[config.mk]
export PLATFORM = sky130hd
export DESIGN_NAME = phase_rotation_gate
export DESIGN_NICKNAME = d
export VERILOG_FILES = /design/src/rtl/phase_rotation_gate.sv
export SDC_FILE = /design/constraint.sdc
export NUM_CORES = 2
export LEC_CHECK = 0
export BUFFER_PORTS_ARGS = -buffer_cell sky130_fd_sc_hd__buf_4
export CORE_MARGIN = 1
export CORE_UTILIZATION = 35
export CTS_BUF_LIST = sky130_fd_sc_hd__clkbuf_4
export DETAILED_ROUTE_END_ITERATION = 6
export PLACE_DENSITY = 0.56
export SYNTH_ARGS = -nofsm -noshare
export SYNTH_HDL_FRONTEND = slang
export SYNTH_SLANG_ARGS = --single-unit
[constraint.sdc]
create_clock -name clk -period 14.5 [get_ports clk]
set_input_delay 3.625 -clock clk [delete_from_list [all_inputs] [get_ports clk]]
set_output_delay 3.625 -clock clk [all_outputs]
set_load 0.02 [all_outputs]
[src/rtl/phase_rotation_gate.sv]
`default_nettype none
// +--------------------------------------------------------------------------+
// | phase_rotation_gate: 3-stage R(theta) gate, beta *= (cos + i*sin).        |
// | Macro PHASE_ROT_SAT_EN: saturating narrow (default wraps). Rev 1.0        |
// +--------------------------------------------------------------------------+
module phase_rotation_gate #(
  parameter int WIDTH = 16,
  parameter int FRAC  = 8
) (
  input  logic                    clk,
  input  logic                    rst_n,
  input  logic                    in_valid,
  output logic                    in_ready,
  input  logic signed [WIDTH-1:0] alpha_r,
  input  logic signed [WIDTH-1:0] alpha_i,
  input  logic signed [WIDTH-1:0] beta_r,
  input  logic signed [WIDTH-1:0] beta_i,
  input  logic signed [WIDTH-1:0] cos_t,
  input  logic signed [WIDTH-1:0] sin_t,
  output logic                    out_valid,
  input  logic                    out_ready,
  output logic signed [WIDTH-1:0] new_alpha_r,
  output logic signed [WIDTH-1:0] new_alpha_i,
  output logic signed [WIDTH-1:0] new_beta_r,
  output logic signed [WIDTH-1:0] new_beta_i
);

  localparam int c_pw = 2 * WIDTH;
  localparam int c_sw = 2 * WIDTH + 1;
  localparam logic signed [c_sw-1:0] c_round =
    {{(c_sw - FRAC){1'b0}}, 1'b1, {(FRAC - 1){1'b0}}};

  logic w_adv;
  assign w_adv    = !(out_valid && !out_ready);
  assign in_ready = w_adv;

  logic signed [c_pw-1:0] w_br_x, w_bi_x, w_c_x, w_s_x;
  assign w_br_x = {{WIDTH{beta_r[WIDTH-1]}}, beta_r};
  assign w_bi_x = {{WIDTH{beta_i[WIDTH-1]}}, beta_i};
  assign w_c_x  = {{WIDTH{cos_t[WIDTH-1]}}, cos_t};
  assign w_s_x  = {{WIDTH{sin_t[WIDTH-1]}}, sin_t};

  logic                    r_s1_valid;
  logic signed [c_pw-1:0]  r_p_brc, r_p_bis, r_p_brs, r_p_bic;
  logic signed [WIDTH-1:0] r_s1_ar, r_s1_ai;

  always_ff @(posedge clk) begin
    if (!rst_n) begin
      r_s1_valid <= 1'b0;
      r_p_brc    <= '0;
      r_p_bis    <= '0;
      r_p_brs    <= '0;
      r_p_bic    <= '0;
      r_s1_ar    <= '0;
      r_s1_ai    <= '0;
    end else if (w_adv) begin
      r_s1_valid <= in_valid;
      r_p_brc    <= w_br_x * w_c_x;
      r_p_bis    <= w_bi_x * w_s_x;
      r_p_brs    <= w_br_x * w_s_x;
      r_p_bic    <= w_bi_x * w_c_x;
      r_s1_ar    <= alpha_r;
      r_s1_ai    <= alpha_i;
    end
  end

  logic                    r_s2_valid;
  logic signed [c_sw-1:0]  r_s2_re, r_s2_im;
  logic signed [WIDTH-1:0] r_s2_ar, r_s2_ai;

  // One extra bit absorbs the sum of two full-scale products.
  always_ff @(posedge clk) begin
    if (!rst_n) begin
      r_s2_valid <= 1'b0;
      r_s2_re    <= '0;
      r_s2_im    <= '0;
      r_s2_ar    <= '0;
      r_s2_ai    <= '0;
    end else if (w_adv) begin
      r_s2_valid <= r_s1_valid;
      r_s2_re    <= {r_p_brc[c_pw-1], r_p_brc} - {r_p_bis[c_pw-1], r_p_bis} + c_round;
      r_s2_im    <= {r_p_brs[c_pw-1], r_p_brs} + {r_p_bic[c_pw-1], r_p_bic} + c_round;
      r_s2_ar    <= r_s1_ar;
      r_s2_ai    <= r_s1_ai;
    end
  end

  logic signed [c_sw-1:0]  w_re_sh, w_im_sh;
  logic signed [WIDTH-1:0] w_re_nar, w_im_nar;
  assign w_re_sh = r_s2_re >>> FRAC;
  assign w_im_sh = r_s2_im >>> FRAC;

`ifdef PHASE_ROT_SAT_EN
  localparam logic signed [c_sw-1:0] c_sat_max = {{(c_sw - WIDTH + 1){1'b0}}, {(WIDTH - 1){1'b1}}};
  localparam logic signed [c_sw-1:0] c_sat_min = {{(c_sw - WIDTH + 1){1'b1}}, {(WIDTH - 1){1'b0}}};

  always_comb begin
    w_re_nar = w_re_sh[WIDTH-1:0];
    w_im_nar = w_im_sh[WIDTH-1:0];
    if (w_re_sh > c_sat_max)      w_re_nar = c_sat_max[WIDTH-1:0];
    else if (w_re_sh < c_sat_min) w_re_nar = c_sat_min[WIDTH-1:0];
    if (w_im_sh > c_sat_max)      w_im_nar = c_sat_max[WIDTH-1:0];
    else if (w_im_sh < c_sat_min) w_im_nar = c_sat_min[WIDTH-1:0];
  end
`else
  logic w_unused_msbs;
  assign w_re_nar      = w_re_sh[WIDTH-1:0];
  assign w_im_nar      = w_im_sh[WIDTH-1:0];
  assign w_unused_msbs = ^{w_re_sh[c_sw-1:WIDTH], w_im_sh[c_sw-1:WIDTH]};
`endif

  // Output data only updates on a valid slot so bubbles keep the last sample.
  always_ff @(posedge clk) begin
    if (!rst_n) begin
      out_valid   <= 1'b0;
      new_alpha_r <= '0;
      new_alpha_i <= '0;
      new_beta_r  <= '0;
      new_beta_i  <= '0;
    end else if (w_adv) begin
      out_valid <= r_s2_valid;
      if (r_s2_valid) begin
        new_alpha_r <= r_s2_ar;
        new_alpha_i <= r_s2_ai;
        new_beta_r  <= w_re_nar;
        new_beta_i  <= w_im_nar;
      end
    end
  end

endmodule
`default_nettype wire

# [After elaboration in Yosys (flattened, before gate mapping)]
# Index checks and enable logic that the tools add are counted.
# Widths: inputs -> output; s select.
[word_totals] input_bits=100 regBits=275
[op_classes] n_reduce_logical=4 n_mul=4 bitwise=1 addsub=4
[ops] op="$mul 16x16->24" n=4
[ops] op="$add 24x8->24 const B" n=2
[ops] op="$add 24x24->24" n=1
[ops] op="$sub 24x24->24" n=1
[ops] op="$logic_not 1->1" n=2
[ops] op="$reduce_and 2->1" n=1
[ops] op="$logic_and 1x1->1" n=1
[ops] op="$not 1->1" n=1

# [Longest topological paths before layout]
[logic_depth] depth_word=4 ltp_mapped=26 mapped_depth_nobuf=24

# [Worst setup path before layout]
# Ideal clock, no wire load.
[synth_path] kind="input to register" from="input port cos_t[9]" to="register r_p_bic[21]" path_slack_ns=5.199 setup_ns=0.128 arrival_time_ns=9.173 path_buffers=2 cell_stages=23 cell_sequence="clkbuf_1 clkbuf_1 nand2_1 fa_1 inv_1 fa_1 inv_1 fa_1 inv_1 fa_1 fa_1 inv_1 fa_1 inv_1 ha_1 a21o_1 a21o_1 a221oi_1 a21oi_1 or4_1 o21ai_0 xnor2_1 o21ai_0"
[synth_between] elab_chain_len=1
[synth_lines] item="from (decl)" line_no="18" text="input logic signed [WIDTH-1:0] cos_t,"
[synth_lines] item="$mul 16x16->24" line_no="61" text="r_p_bic <= w_bi_x * w_c_x;"
[synth_lines] item="to (signal assigned)" line_no="61"
[synth_lines] item="to (decl)" line_no="44" text="logic signed [c_pw-1:0] r_p_brc, r_p_bis, r_p_brs, r_p_bic;"
# No other way between the ends.
# A chain may end at the register's enable or synchronous reset.

# [Final worst setup path]
[layout_path] from="input port sin_t[1]" to="register r_p_brs[22]"
[layout_between] elab_chain_len=1
[layout_lines] item="from (decl)" line_no="19" text="input logic signed [WIDTH-1:0] sin_t,"
[layout_lines] item="$mul 16x16->24" line_no="60" text="r_p_brs <= w_br_x * w_s_x;"
[layout_lines] item="to (signal assigned)" line_no="60"
[layout_lines] item="to (decl)" line_no="44"
# No other way between the ends.

==> flow_summary.toml <==
[sta]
maxSlewViolCount = 0
finClkSkew_ns = 0.0710
finalSetupViolCount = 0
finalCriticalPeriod_ns = 8.97
fmax_mhz = 111
final.period_utilization = 0.619
fin_setup_tns_ns = 0
grt_setup_unrepaired = "no"
finalHoldViolCount = 0
tightest_slew_ns = 0.913
max-slew-margin-rel = 0.387

[floorplan]
core_um2 = 118000
start_util = 0.354
die_y_um = 348
rows = 126
die_x_um = 348
dieArea_um2 = 121000
ios = 166

[critical_path]
slowest_stage = "o31ai_1"
cp_common_cell = "fa_1"
cp_data_arrival_time_ns = 9.69
crit_chain = "buf_4 -> nand2_1 -> fa_1 -> fa_1 -> fa_1 -> fa_1 -> inv_1 -> fa_1 -> inv_1 -> fa_1 -> inv_1 -> ha_1 -> nand2_1 -> o31ai_1 -> a2111oi_0 -> o21bai_1 -> o31ai_1 -> o311ai_0"
cp-start-kind = "input port"
r2r_end = "r_s2_re[21]$_SDFFE_PN0N_"
rr_startpoint = "r_p_brc[10]$_SDFFE_PN0N_"
critical_path_class = "in -> reg"
worstRegToRegCells = 11
r2r_slack_ns = 11.10
cp_max_fo = 32
cp.required_ns = 15.21
critPathCaptureType = "flop"
max_stage_delay_ns = 0.77

[min_path]
hold_end = "r_s2_im[23]$_SDFFE_PN0N_"
hold_path_depth = 2
hp-class = "reg -> reg"
min_from = "r_s2_im[23]$_SDFFE_PN0N_"

[run_status]
status = "finished, final reports clean"

[global_routing]
grt_pass1_vias = 32814
grt_pass1_wl_um = 185000
grt_antenna_before_repair = 4
grt_max_degree = 197
grt_overflow = 0
grtUsageTotal = 0.196

[cts]
clock_sinks = 259
cts_buffer_depth = 3
cts-root-buf = "clkbuf_4"
cts_hold_buffers = 0
cts_buffers = 81
tritoncts = "yes"
post_cts_buffers = 0
clkTransAtPathRegs_ns = 0.06
clk_latency_ns = 0.84
post_cts_resized = 0
htree_levels = 3

[logic_synthesis]
synthCells = 4855
synth_nets = 6081
yosys_warnings = 0
ys_ff_latch = 259
synthFlopType = "dfxtp_1"
synth-async-reset-ratio = 0
ys_seq_area_frac = 0.124
syn_area_per_cell_um2 = 8.62
yosysTopAreaCell = "fa_1"
netlist_top_cells_count = "1008 x inv_1, 863 x nand2_1, 748 x fa_1"
ys_top_cells_by_area = "fa_1 36%, dfxtp_1 12%, ha_1 11%"
synth_top_area_frac = 0.358
post_synth_num_cell_types = 64
synth.most_common_cell = "inv_1"
synth-edff-count = 0
netlist_area_um2 = 41800

[detailed_routing]
routed_wl_um = 115000
vias_per_cell = 4.76
drtPass1Iterations = 5
drt_iter0_markers = 1542
drcViolationCount = 0
avgRoutedWirePerCell_um = 17.8
ant_nets = 0
vias = 30776

[layout]
syn_to_final_growth_pct = 8.02
fillers = 12208
multi_input_area_um2 = 31900
num-nets-final = 6088
drive_gt1_frac = 0.0642
register_area_um2 = 5180

[placement]
portBuffers = 165
routabilityCongestion = 0.870
dp_hpwl_um = 84800

[job]
drv_cap = 0
## cell families (layout without fill, tap and decap cells)
group / after synthesis / after routing / synth area share
AO/OA/AOI/OAI: 491 / 491 / 0.0807
XOR/XNOR: 177 / 177 / 0.0371
adder cells (fa/ha/maj): 1126 / 1126 / 0.471
buffers and inverters: 1258 / 1326 / 0.113
flip-flops: 259 / 259 / 0.124
multiplexers: 3 / 3 / 0.000718
other: 0 / 5 / 0
AND/OR/NAND/NOR: 1541 / 1541 / 0.174
## state kept, by name, summed over array words and instances, names as in the netlist
| register | flops |
|---|---|
| new_beta_r | 16 |
| r_s2_re | 16 |
| r_s2_ai | 16 |
| new_beta_i | 16 |
| r_p_brc | 24 |
| r_p_bis | 24 |
| r_s2_im | 16 |
| r_s1_valid | 1 |
| r_s2_valid | 1 |
| r_s1_ar | 16 |
| r_p_brs | 24 |
| out_valid | 1 |
| r_s2_ar | 16 |
| new_alpha_i | 16 |
| r_s1_ai | 16 |
| new_alpha_r | 16 |
| r_p_bic | 24 |
## worst max path at each step
stage               startpoint                        to  slack (ns)  depth (start not counted)
detailed placement    sin_t[1]  r_p_brs[22]$_SDFFE_PN0N_        4.70                         18
floorplan             cos_t[9]  r_p_bic[21]$_SDFFE_PN0N_        5.20                         23
CTS                   sin_t[1]  r_p_brs[22]$_SDFFE_PN0N_        5.65                         18
finish                sin_t[1]  r_p_brs[22]$_SDFFE_PN0N_        5.53                         18
global placement      sin_t[1]  r_p_brs[22]$_SDFFE_PN0N_        4.77                         18
global route          cos_t[7]  r_p_brc[23]$_SDFFE_PN0N_        5.34                         23
## cell usage in the layout, fill, tap and decap left out, types with 5 or more instances in the layout
cell and count:
buf_4 172, and3_1 10, o41ai_1 5, o21ai_0 116, o21a_1 13, a31oi_1 9, nor2b_1 6, clkbuf_4 115
nor2_1 66, o21bai_1 11, xor2_1 48, o31ai_1 14, xnor2_1 129, nand2b_1 27, nand2_1 862, diode_2 5
inv_1 1007, nor3_1 19, clkinv_1 17, ha_1 378, a21o_1 36, a21boi_0 159, a211oi_1 11, o211ai_1 7
nand3_1 34, dfxtp_1 259, clkinv_2 6, and2_1 495, or3_1 7, fa_1 748, o211a_1 7, a21oi_1 65
## per-stage QoR
stage | utilization | hold WS [ns] | setup slack [ns] | cell area [µm²] | std cells
floorplan | - | 0.425 | 5.20 | 41800 | 4855
global placement | 0.373 | 0.435 | 4.77 | 44100 | 6315
detailed placement | 0.373 | 0.443 | 4.70 | 44100 | 6315
CTS | 0.382 | 0.455 | 5.65 | 45200 | 6459
global route | 0.382 | 0.474 | 5.34 | 45200 | 6463
finish | 0.382 | 0.451 | 5.53 | 45200 | 6464
## metal layers
layer	track usage	vias to the layer above	part of all wire
li1	-	14557	-
met5	0	-	0
met2	0.326	724	0.46
met3	0.0214	132	0.043
met1	0.265	15363	0.46
met4	0.0641	0	0.031
## critical path, delay by kind of cell
kind,cells,cell delay (ns)
buffers and inverters,4,0.57
adder cells (fa/ha/maj),7,3.44
AO/OA/AOI/OAI,5,1.77
AND/OR/NAND/NOR,2,0.23
## final cells by class
type	instances	area share
Tap cell	1536	0.0425
Clock inverter	29	0.00352
Inverter	1008	0.0838
Antenna cell	5	0.000277
Clock buffer	115	0.0191
Sequential cell	259	0.115
Multi-Input combinational cell	3338	0.707
Timing Repair Buffer	174	0.0293
Power is left out: the tool's default activity adds up to more than one toggle a clock period on the data nets, which glitch-free logic cannot reach.
